<file path="src/rtl/i2c_arb_if.sv">
// -----------------------------------------------------------------------------
// i2c_arb_if
// Engine-side bus between the i2c_arb arbiter and the shared I2C master engine.
//   m_wr_req, m_rd_req : one-cycle request pulses, arbiter -> engine
//   m_addr, m_wdata    : register address / write data of the granted client
//   m_rd_data          : engine read data, meaningful while m_rd_done is high
//   m_wr_done          : engine write completion pulse
//   m_rd_done          : engine read completion pulse
// Modports: master = arbiter side, slave = engine side.
// -----------------------------------------------------------------------------
interface i2c_arb_if;
    logic       m_wr_req;
    logic       m_rd_req;
    logic [7:0] m_addr;
    logic [7:0] m_wdata;
    logic [7:0] m_rd_data;
    logic       m_wr_done;
    logic       m_rd_done;

    modport master (
        output m_wr_req, m_rd_req, m_addr, m_wdata,
        input  m_rd_data, m_wr_done, m_rd_done
    );

    modport slave (
        input  m_wr_req, m_rd_req, m_addr, m_wdata,
        output m_rd_data, m_wr_done, m_rd_done
    );
endinterface

</file>
<file path="src/rtl/i2c_arb.sv">
// -----------------------------------------------------------------------------
// i2c_arb
// Two-client round-robin arbiter in front of a single I2C master engine. Each
// client may have one single-byte read or write outstanding; the arbiter issues
// it to the engine, waits for the matching completion (or a watchdog timeout)
// and returns done/err/rdata to the owning client.
//   TIMEOUT              : WAIT cycles allowed before aborting with err (>= 1)
//   clk, rst             : clock, synchronous active-high reset
//   cK_wr_req, cK_rd_req : client request pulses (write wins if both)
//   cK_addr, cK_wdata    : client address / write data, held until cK_done
//   cK_rdata             : registered read data, updated on cK_done
//   cK_done, cK_err      : one-cycle completion pulse, err marks a timeout
//   cK_busy              : client has a request pending or in service
//   m                    : engine bus (i2c_arb_if.master)
// -----------------------------------------------------------------------------
module i2c_arb #(
    parameter int TIMEOUT = 65535
) (
    input  logic       clk,
    input  logic       rst,
    input  logic       c0_wr_req,
    input  logic       c0_rd_req,
    input  logic [7:0] c0_addr,
    input  logic [7:0] c0_wdata,
    output logic [7:0] c0_rdata,
    output logic       c0_done,
    output logic       c0_err,
    output logic       c0_busy,
    input  logic       c1_wr_req,
    input  logic       c1_rd_req,
    input  logic [7:0] c1_addr,
    input  logic [7:0] c1_wdata,
    output logic [7:0] c1_rdata,
    output logic       c1_done,
    output logic       c1_err,
    output logic       c1_busy,
    i2c_arb_if.master  m
);
    localparam int            CW       = $clog2(TIMEOUT + 1);
    localparam logic [CW-1:0] CNT_LAST = CW'(TIMEOUT - 1);
    localparam logic [CW-1:0] CNT_MAX  = {CW{1'b1}};

    localparam logic [1:0] S_IDLE  = 2'd0;
    localparam logic [1:0] S_ISSUE = 2'd1;
    localparam logic [1:0] S_WAIT  = 2'd2;
    localparam logic [1:0] S_DONE  = 2'd3;

    logic [1:0]    state;
    logic [1:0]    pend;        // per-client request accepted, not yet granted
    logic [1:0]    pend_wr;     // per-client opcode, 1 = write
    logic          owner;       // client currently in service
    logic          last_grant;
    logic          op_wr;       // opcode of the transaction in service
    logic          timed_out;
    logic [CW-1:0] cnt;

    logic [1:0] req_wr;
    logic [1:0] req_any;
    logic [1:0] busy;
    logic       active;
    logic       grant;
    logic       eng_done;

    assign req_wr   = {c1_wr_req, c0_wr_req};
    assign req_any  = req_wr | {c1_rd_req, c0_rd_req};
    assign active   = (state != S_IDLE);
    assign busy     = pend | {active & owner, active & ~owner};
    // Tie goes to the client that did not win last; otherwise the sole requester.
    assign grant    = (&pend) ? ~last_grant : pend[1];
    // Only the completion matching the latched opcode ends the transaction.
    assign eng_done = op_wr ? m.m_wr_done : m.m_rd_done;

    assign c0_busy    = busy[0];
    assign c1_busy    = busy[1];
    assign c0_done    = (state == S_DONE) & ~owner;
    assign c1_done    = (state == S_DONE) & owner;
    assign c0_err     = c0_done & timed_out;
    assign c1_err     = c1_done & timed_out;
    assign m.m_wr_req = (state == S_ISSUE) & op_wr;
    assign m.m_rd_req = (state == S_ISSUE) & ~op_wr;

    // NOTE: state is updated with non-blocking assignments only, so every read
    // inside this block sees the value from before the clock edge.
    always_ff @(posedge clk) begin
        if (rst) begin
            state      <= S_IDLE;
            pend       <= '0;
            pend_wr    <= '0;
            owner      <= 1'b0;
            last_grant <= 1'b1;
            op_wr      <= 1'b0;
            timed_out  <= 1'b0;
            cnt        <= '0;
            m.m_addr   <= '0;
            m.m_wdata  <= '0;
            c0_rdata   <= '0;
            c1_rdata   <= '0;
        end else begin
            for (int k = 0; k < 2; k++) begin
                if (req_any[k] && !busy[k]) begin
                    pend[k]    <= 1'b1;
                    pend_wr[k] <= req_wr[k];
                end
            end

            case (state)
                S_IDLE: begin
                    // A granted client is busy, so the accept loop above never
                    // sets the same pending bit this cycle.
                    if (|pend) begin
                        owner       <= grant;
                        last_grant  <= grant;
                        pend[grant] <= 1'b0;
                        op_wr       <= pend_wr[grant];
                        m.m_addr    <= grant ? c1_addr : c0_addr;
                        m.m_wdata   <= grant ? c1_wdata : c0_wdata;
                        timed_out   <= 1'b0;
                        state       <= S_ISSUE;
                    end
                end
                S_ISSUE: begin
                    cnt   <= '0;
                    state <= S_WAIT;
                end
                S_WAIT: begin
                    if (eng_done) begin
                        if (!op_wr) begin
                            if (owner) c1_rdata <= m.m_rd_data;
                            else       c0_rdata <= m.m_rd_data;
                        end
                        state <= S_DONE;
                    end else if (cnt == CNT_LAST) begin
                        // Cleared now so the zero is already visible with err.
                        if (!op_wr) begin
                            if (owner) c1_rdata <= '0;
                            else       c0_rdata <= '0;
                        end
                        timed_out <= 1'b1;
                        state     <= S_DONE;
                    end else if (cnt != CNT_MAX) begin
                        cnt <= cnt + 1'b1;
                    end
                end
                default: begin
                    state <= S_IDLE;
                end
            endcase
        end
    end
endmodule

</file>
<file path="src/flat_wrapper.sv">
// flat-port wrapper written by rule: the top's interface ports become plain ports
module i2c_arb_flat 
#(
    parameter int TIMEOUT = 65535
)
  (clk, rst, c0_wr_req, c0_rd_req, c0_addr, c0_wdata, c0_rdata, c0_done, c0_err, c0_busy, c1_wr_req, c1_rd_req, c1_addr, c1_wdata, c1_rdata, c1_done, c1_err, c1_busy, m_m_wr_req, m_m_rd_req, m_m_addr, m_m_wdata, m_m_rd_data, m_m_wr_done, m_m_rd_done);
  i2c_arb_if m_i ();
  input  logic clk;
  input  logic rst;
  input  logic c0_wr_req;
  input  logic c0_rd_req;
  input  logic [7:0] c0_addr;
  input  logic [7:0] c0_wdata;
  output logic [7:0] c0_rdata;
  output logic c0_done;
  output logic c0_err;
  output logic c0_busy;
  input  logic c1_wr_req;
  input  logic c1_rd_req;
  input  logic [7:0] c1_addr;
  input  logic [7:0] c1_wdata;
  output logic [7:0] c1_rdata;
  output logic c1_done;
  output logic c1_err;
  output logic c1_busy;
  output wire logic [$bits(m_i.m_wr_req)-1:0] m_m_wr_req;
  output wire logic [$bits(m_i.m_rd_req)-1:0] m_m_rd_req;
  output wire logic [$bits(m_i.m_addr)-1:0] m_m_addr;
  output wire logic [$bits(m_i.m_wdata)-1:0] m_m_wdata;
  input wire logic [$bits(m_i.m_rd_data)-1:0] m_m_rd_data;
  input wire logic [$bits(m_i.m_wr_done)-1:0] m_m_wr_done;
  input wire logic [$bits(m_i.m_rd_done)-1:0] m_m_rd_done;
  assign m_m_wr_req = m_i.m_wr_req;
  assign m_m_rd_req = m_i.m_rd_req;
  assign m_m_addr = m_i.m_addr;
  assign m_m_wdata = m_i.m_wdata;
  assign m_i.m_rd_data = m_m_rd_data;
  assign m_i.m_wr_done = m_m_wr_done;
  assign m_i.m_rd_done = m_m_rd_done;
  i2c_arb #(.TIMEOUT(TIMEOUT)) u_core (.clk(clk), .rst(rst), .c0_wr_req(c0_wr_req), .c0_rd_req(c0_rd_req), .c0_addr(c0_addr), .c0_wdata(c0_wdata), .c0_rdata(c0_rdata), .c0_done(c0_done), .c0_err(c0_err), .c0_busy(c0_busy), .c1_wr_req(c1_wr_req), .c1_rd_req(c1_rd_req), .c1_addr(c1_addr), .c1_wdata(c1_wdata), .c1_rdata(c1_rdata), .c1_done(c1_done), .c1_err(c1_err), .c1_busy(c1_busy), .m(m_i));
endmodule
</file>
<file path="config.mk">
export PLATFORM = sky130hd
export DESIGN_NAME = i2c_arb_flat
export DESIGN_NICKNAME = d
export VERILOG_FILES = /design/src/rtl/i2c_arb_if.sv /design/src/rtl/i2c_arb.sv /design/src/flat_wrapper.sv
export SDC_FILE = /design/constraint.sdc
export NUM_CORES = 1
export LEC_CHECK = 0
export ABC_CLOCK_PERIOD_IN_PS = 5000
export CORE_MARGIN = 2
export CORE_UTILIZATION = 40
export CTS_BUF_LIST = sky130_fd_sc_hd__clkbuf_16
export DETAILED_ROUTE_END_ITERATION = 10
export GPL_ROUTABILITY_DRIVEN = 0
export PLACE_DENSITY = 0.75
export SLEW_MARGIN = 15
export SYNTH_ARGS = -nofsm -noshare
export SYNTH_HDL_FRONTEND = slang
export SYNTH_SLANG_ARGS = --single-unit
</file>
<file path="constraint.sdc">
create_clock -name clk -period 5 [get_ports clk]
set_input_delay 1 -clock clk [delete_from_list [all_inputs] [get_ports clk]]
set_output_delay 1 -clock clk [all_outputs]
set_load 0.05 [all_outputs]
</file>
Word level (Yosys, flattened, before mapping). Cells that the tools add are included.

Flip-flop bits (word level): 58. Bits in latches: 0. Memories kept: 0. Output and inout port bits: 40. Memory bits (writable): 0. Input port bits: 48. Word-level logic and storage cells: 98. Memory bits (read-only): 0.

Divide/modulo/power cells: 0. Order comparisons: 2. Reduce and logical (&&, ||, !) cells: 18. Add/subtract/negate cells: 1. Shifts and indexed selects: 0. Eq/ne operators: 11. Multipliers: 0. Multiplexer cells: 38. Bitwise operators: 15.

Operators by type and width (number): two-way mux 8 bit (14); two-way mux 16 bit (3); one-hot mux 16 bit (2 select lines) (1); adder 16 x 1 -> 16 bit (second input constant) (1); equality test 16 bit (second input constant) (1); != test 16 bit (second input constant) (1); AND reduction 4 bit (4); two-way mux 1 bit (12); two-way mux 2 bit (5); AND 1 bit (8); nonzero test 2 bit (4); != test 2 x 1 -> 1 bit (second input constant) (3); one-hot mux 2 bit (3 select lines) (1); AND reduction 2 bit (3); equality test 2 bit (second input constant) (2); != test 2 bit (second input constant) (2); OR 2 bit (2); logical AND 1 bit (3); != test 3 x 1 -> 1 bit (second input constant) (1); inverter 1 bit (3); AND 2 bit (1); equality test 2 x 1 -> 1 bit (second input constant) (1); logical NOT 1 bit (2); logical NOT 2 bit (1); 6 further kinds (6).

Depth between registers and ports, before layout. Gate-level depths: netlist of run 1.

Word-level depth: 10. Depth in mapped cells: 8. Gate-level depth less buffers: 7.

Worst setup path before layout of run 1. OpenSTA, ideal clock, no wires.

Kind: reg-to-output. Start: register u_core.state[1]. End: output port c0_err. Cell stages (with the launch flop): 4. Required time: 4.000 ns. Data arrival time: 1.796 ns. Path slack: 2.204 ns. Cell sequence: dfxtp_1 ha_1 nor2b_1 and2_1.

Cells in the longest elaborated chain, start to end: 3.

Ends and longest elaborated chain: start, declared (RTL line i2c_arb.sv:48) `logic [1:0] state;`; start signal, assigned (RTL line i2c_arb.sv:86) `state <= S_IDLE;`; start signal, assigned (RTL line i2c_arb.sv:118) `state <= S_ISSUE;`; start signal, assigned (RTL line i2c_arb.sv:123) `state <= S_WAIT;`; equality test 2 bit (RTL line i2c_arb.sv:75) `assign c0_done = (state == S_DONE) & ~owner;`; AND 1 bit (RTL line i2c_arb.sv:75); named net c0_done (RTL line flat_wrapper.sv:15) `output logic c0_done;`; AND 1 bit (RTL line i2c_arb.sv:77) `assign c0_err = c0_done & timed_out;`; end, declared (RTL line flat_wrapper.sv:16) `output logic c0_err;`.

The timed path passes the listed nets, and every way through them passes these cells.

Worst setup path after layout of run 1.
Start: register u_core.state[0]. End: output port c0_busy.

Cells in the longest elaborated chain, start to end: 3.

Ends and longest elaborated chain: nonzero test 2 bit (RTL line i2c_arb.sv:66) `assign active = (state != S_IDLE);`; AND 1 bit (RTL line i2c_arb.sv:67) `assign busy = pend | {active & owner, active & ~owner};`; OR 2 bit (RTL line i2c_arb.sv:67); end, declared (RTL line flat_wrapper.sv:17) `output logic c0_busy;`.

No other way between the ends.

==> results.txt, run 1 <==
CP Class = reg2out
Worst Hold Path EP = u_core.c0_rdata[0]$_SDFFE_PP0P_
Avg Cell Area, Syn = 9.00 µm²
Slew @ Worst Pin = 0.853 ns
area grow syn2layout = 42.7%
Starting Density = 41.5%
chip height = 88.2 µm
post-layout net count = 451
Pleak = 1.57 nW
die width = 88.2 µm
endpoints failing setup = 0
R2R depth = 4
largest net degree at the start of global routing = 32
final max-slew violation count = 0
RR Endpoint = u_core.c1_rdata[4]$_SDFFE_PP0P_
Cell Area, Synth = 0.00284 mm²
r2r setup slk = 2.75 ns
register area share after synthesis = 40.9%
antenna cells = 0
# H-tree levels = 3
hold-critical path depth = 2
slew margin rel. = 43.1%
Post-synth EDFFs = 0
worst min-delay path startpoint = u_core.c0_rdata[0]$_SDFFE_PP0P_
startpoint types = register
final WL = 7550 µm
Detailed Routing Iterations Pass 1 = 6
Post-DP HPWL = 5230 µm
fin util = 59.2%
FF+latch count, synth = 58
Reg clk slew, reported paths = 0.05 ns
Longest Clk Path Bufs = 2
Synth Instances = 315
Port-buffer cells = 87
dpl cells = 482
# rows = 30
WP data arrival = 2.23 ns
total congestion overflow = 0
Syn Nets = 369
GRT Overall Usage = 19.8%
R2R Path Start = u_core.cnt[4]$_SDFFE_PP0P_
placed cell area = 0.00376 mm²
area of the multi-input gates = 0.00152 mm²
via count = 2,823
Cell Pwr Density = 496 mW/mm²
Max-cap violations = 0
wire per inst = 15.2 µm
status = complete, no violations
Top Ports = 88
drt via density = 5.67
final hold viol count = 0
CTS tree = yes
ratio of cells with drive above 1 in the final layout = 8.46%
Crit. End Element = primary output
setup bufs post-CTS = 0
fin area = 0.00405 mm²
Post-CTS Resized = 0
hold buffers post-CTS = 0
RSZ-0062 raised after global routing = false
first-pass GRT wire length = 12,200 µm
Clock Sinks = 58
die area = 0.00778 mm²
Max Clock Freq = 310 MHz
initial antenna violation count = 0
crit-path max FO = 7
setup total negative slack = 0 ns
Distinct cells, synth = 49
fraction of registers with async set/reset = 0%
Worst Path Required = 4.00 ns
YS warnings = 0
clock skew = 0.00502 ns
Peak VDD IR = 0.409 mV
vias in the first global route = 2,726
DRC = 0
non-filler instance count after layout = 498
ANT nets after route = 0
Final Cycle Share = 64.5%
Tmin final = 3.23 ns
commonest non-fill, non-tap cell in the layout = clkdlybuf4s50_1
hold crit path type = reg2reg
CTS Buf Count = 9
clock latency at the later pin of the worst-skew pair = 0.33 ns
First DRT Iteration DRCs = 155
worst hold margin = 0.453 ns
# fillers = 607
Synth Flop Type = dfxtp_1
highest-count cells in the layout ignoring fill and taps = clkdlybuf4s50_1, dfxtp_1, nand2_1
Root Driver = clkbuf_16
register area = 0.00116 mm²
core area = 0.00683 mm²
## power by group
part	switching (mW)	internal (mW)
Clock	0.207	0.378
Combinational	0.520	0.298
Sequential	0.0626	0.541
## worst max-delay path by stage
| stage | endpoint | slack (ns) | depth (start not counted) | startpoint |
|---|---|---|---|---|
| after global placement | c0_busy | 2.12 | 4 | u_core.state[0]$_SDFFE_PP0P_ |
| after CTS | c0_busy | 1.74 | 4 | u_core.state[0]$_SDFFE_PP0P_ |
| final | c0_busy | 1.77 | 4 | u_core.state[0]$_SDFFE_PP0P_ |
| after global routing | c0_busy | 1.64 | 4 | u_core.state[0]$_SDFFE_PP0P_ |
| after floorplan | c0_err | 2.20 | 3 | u_core.state[1]$_SDFFE_PP0P_ |
| after detailed placement | c0_busy | 2.09 | 4 | u_core.state[0]$_SDFFE_PP0P_ |
## metal layers
metal  share of wire [%]  routed length, µm  vias to the layer above  global-route usage, %
li1                    -                  -                     1354                      -
met1                  43               3210                     1311                   24.4
met2                  47               3550                      147                   32.2
met3                 8.8                665                       11                   5.69
met4                 1.7                125                        0                   8.95
met5                   0                  0                        -                      0
## registers in the layout, summed over array words and instances, names as in the netlist
signal,flops
u_core.c0_rdata,8
u_core.c1_rdata,8
u_core.cnt,16
u_core.last_grant,1
u_core.m.m_addr,8
u_core.m.m_wdata,8
u_core.op_wr,1
u_core.owner,1
u_core.pend,2
u_core.pend_wr,2
u_core.state,2
u_core.timed_out,1
## logic make-up after synthesis
logic type	share of synthesized area, %
AOI/OAI and AO/OA	19.1
muxes	7.72
adders and majority gates	2.65
buffers and inverters	5.38
DFF	40.9
and+or+nand+nor	24.2
## per-stage QoR
stage                     worst slack (ns)  power, mW
final                                 1.77       2.01
after global routing                  1.64       2.11
after CTS                             1.74       2.02
after detailed placement              2.09       1.43
after global placement                2.12       1.42
after floorplan                       2.20       1.16
## synth_stat cells (all sizes together) (4+ instances only)
cell | number | area [µm²]
a21oi | 9 | 45.0
a222oi | 17 | 170
a31oi | 10 | 62.6
buf | 5 | 40.0
clkbuf | 15 | 56.3
dfxtp | 58 | 1160
ha | 6 | 75.1
inv | 15 | 56.3
mux2i | 18 | 193
nand2 | 31 | 116
nand3 | 17 | 85.1
nand4 | 9 | 92.6
nor2 | 28 | 108
nor2b | 4 | 25.0
nor3 | 5 | 25.0
nor3b | 5 | 37.5
nor4 | 10 | 83.8
o211ai | 13 | 97.6
o21ai | 11 | 66.3
or4 | 6 | 50.1
## critical path, cell delays in order (launching register included)
cell             delay, ns
dfxtp_1               0.36
inv_1                 0.09
ha_1                  0.28
o21bai_1              0.30
clkdlybuf4s50_1       0.88
## layout make-up
cell class	count	area share [%]
Timing Repair Buffer	91	22.3
Multi-Input combinational cell	222	37.6
Inverter	15	1.39
Tap cell	96	2.97
Clock inverter	7	1.51
Sequential cell	58	28.7
Clock buffer	9	5.56
Power figures use the tool's default switching activity.
==> run 2, diff against run 1 <==
- ABC_CLOCK_PERIOD_IN_PS: 5000 -> 3350
- clock period: 5 -> 3.35 ns (I/O delays scaled with it)
==> run 2 against run 1 <==
  * First-iteration DRC count grew 14%
  * Count of clock-buffer cells in the layout is the same
  * Core utilization shrank 0.51 points
  * Global-route usage grew 0.48 points
  * Clock power grew 32%
  * Final area shrank 0.87%
  * Sequential cell count is the same
  * Die area is the same
  * Critical path depth is the same
  * Largest power group unchanged
==> results.txt, run 2 (synthesis gave the netlist of run 1 again) <==
highest-count cells in the layout ignoring fill and taps = clkdlybuf4s50_1, dfxtp_1, nand2_1
Worst Path Required = 2.68 ns (-1.32 ns)
Top Ports = 88 (unchanged)
chip height = 88.2 µm (unchanged)
Slew @ Worst Pin = 0.849 ns (-0.00394 ns)
Final Cycle Share = 86.7%
slew margin rel. = 43.3% (+0.26 points)
Combinational Power Share = 42.2% (+1.4 points)
crit-path max FO = 7 (unchanged)
RSZ-0062 raised after global routing = false
Cell Pwr Density = 721 mW/mm² (+46%)
setup total negative slack = 0 ns (unchanged)
CP Class = reg2out
Sw Ratio = 40.1% (+0.76 points)
Crit-path slowest cell = clkdlybuf4s50_1
clock latency at the later pin of the worst-skew pair = 0.32 ns (about the same)
first-pass GRT wire length = 12,300 µm (+1.1%)
Max-cap violations = 0 (unchanged)
die area = 0.00778 mm² (unchanged)
worst path bufs/invs = 2 (unchanged)
WP data arrival = 2.23 ns (about the same)
CP top delay family = buffers and inverters
Max Clock Freq = 344 MHz
core area = 0.00683 mm² (unchanged)
CTS Buf Count = 9 (unchanged)
die width = 88.2 µm (unchanged)
initial antenna violation count = 0 (unchanged)
internal cell power = 1.73 mW (+42%)
hold crit path type = reg2reg
Peak VDD IR = 0.480 mV (+17%)
antenna cells = 0 (unchanged)
# rows = 30 (unchanged)
final WL = 7670 µm (+1.6%)
endpoints failing setup = 0 (unchanged)
Clock power frac = 26.7% (-2.4 points)
via count = 2,747 (-2.7%)
Post-DP HPWL = 5330 µm (+1.9%)
ratio of cells with drive above 1 in the final layout = 8.23% (-0.23 points)
drt via density = 5.53 (-2.5%)
Starting Density = 41.5% (unchanged)
commonest non-fill, non-tap cell in the layout = clkdlybuf4s50_1
post-layout net count = 451 (unchanged)
Pleak = 1.56 nW (-0.42%)
wire per inst = 15.4 µm (+1.8%)
# H-tree levels = 3 (unchanged)
worst-path cell chain = inv_1 > ha_1 > o21bai_1 > clkdlybuf4s50_1
final max-slew violation count = 0 (unchanged)
status = complete, no violations
number of flip-flops in the largest register = 16 (unchanged)
clock skew = 0.00786 ns (+0.00284 ns)
largest net degree at the start of global routing = 31 (-3.1%)
worst hold margin = 0.456 ns (+0.00294 ns)
Reg power frac = 31.1% (+1.0 points)
setup bufs post-CTS = 0 (unchanged)
CTS tree = yes
Root Driver = clkbuf_16
vias in the first global route = 2,650 (-2.8%)
total power = 2.90 mW (+44%)
Largest Register = u_core.cnt
DRC = 0 (unchanged)
NetSw = 1.16 mW (+47%)
ANT nets after route = 0 (unchanged)
Post-CTS Resized = 0 (unchanged)
Max stage delay on crit path = 0.88 ns (about the same)
Reg clk slew, reported paths = 0.05 ns (about the same)
final hold viol count = 0 (unchanged)
Longest Clk Path Bufs = 2 (unchanged)
Detailed Routing Iterations Pass 1 = 5 (-1)
Crit. End Element = primary output
GRT Overall Usage = 20.3% (+0.48 points)
hold buffers post-CTS = 0 (unchanged)
startpoint types = register
Tmin final = 2.90 ns
total congestion overflow = 0 (unchanged)
Port-buffer cells = 87 (unchanged)
Clock Sinks = 58 (unchanged)
First DRT Iteration DRCs = 177 (+14%)
area grow syn2layout = 41.5%
==> run 2: per-layer routing <==
metal	share of wire, %	track usage, %
met1	43	24.4
met2	46	32.5
met3	9.8	9.79
met5	0	0
met4	1.2	5.79
==> run 2: cell type report <==
cell class              count  area (µm²)
repair buffers             91         901
fillers                   608        2820
inverters                  15        56.3
clock inverters             6        26.3
multi-input cells         222        1520
well taps                  96         120
flip-flops and latches     58        1160
clock buffers               9         225
==> run 2: stage by stage <==
stage	area (µm²)	util (%)	std cells	setup slack, ns
6_report	4010	58.7	497	0.447
5_1_grt	4010	58.7	497	0.329
4_1_cts	4010	58.7	497	0.416
3_5_place_dp	3760	55.1	482	0.771
3_3_place_gp	3760	55.1	482	0.795
2_1_floorplan	2840	-	315	0.884
==> run 2: power by group through the flow <==
| stage | clock network [mW] | registers (mW) | logic, mW |
|---|---|---|---|
| after detailed placement | 0 | 0.909 | 1.22 |
| after global placement | 0 | 0.907 | 1.21 |
| final | 0.773 | 0.902 | 1.22 |
| after floorplan | 0 | 1.13 | 0.605 |
| after CTS | 0.789 | 0.899 | 1.23 |
| after global routing | 0.818 | 0.917 | 1.31 |
==> run 2: final timing paths <==
check | from | end | slack, ns | cells after the start
min reg2reg | u_core.c0_rdata[6]$_SDFFE_PP0P_ | u_core.c0_rdata[6]$_SDFFE_PP0P_ | 0.46 | 2
max reg2reg | u_core.cnt[4]$_SDFFE_PP0P_ | u_core.c1_rdata[6]$_SDFFE_PP0P_ | 1.04 | 4
max | u_core.state[1]$_SDFFE_PP0P_ | c0_busy | 0.45 | 4
min | u_core.c0_rdata[6]$_SDFFE_PP0P_ | u_core.c0_rdata[6]$_SDFFE_PP0P_ | 0.46 | 2
==> run 2: worst reg2reg max path, cell delays in order, from the launching register on <==
cell and delay (ns):
dfxtp_1 0.46, nand4_4 0.29, nor4_4 0.72, o2111ai_2 0.46
mux2i_1 0.23
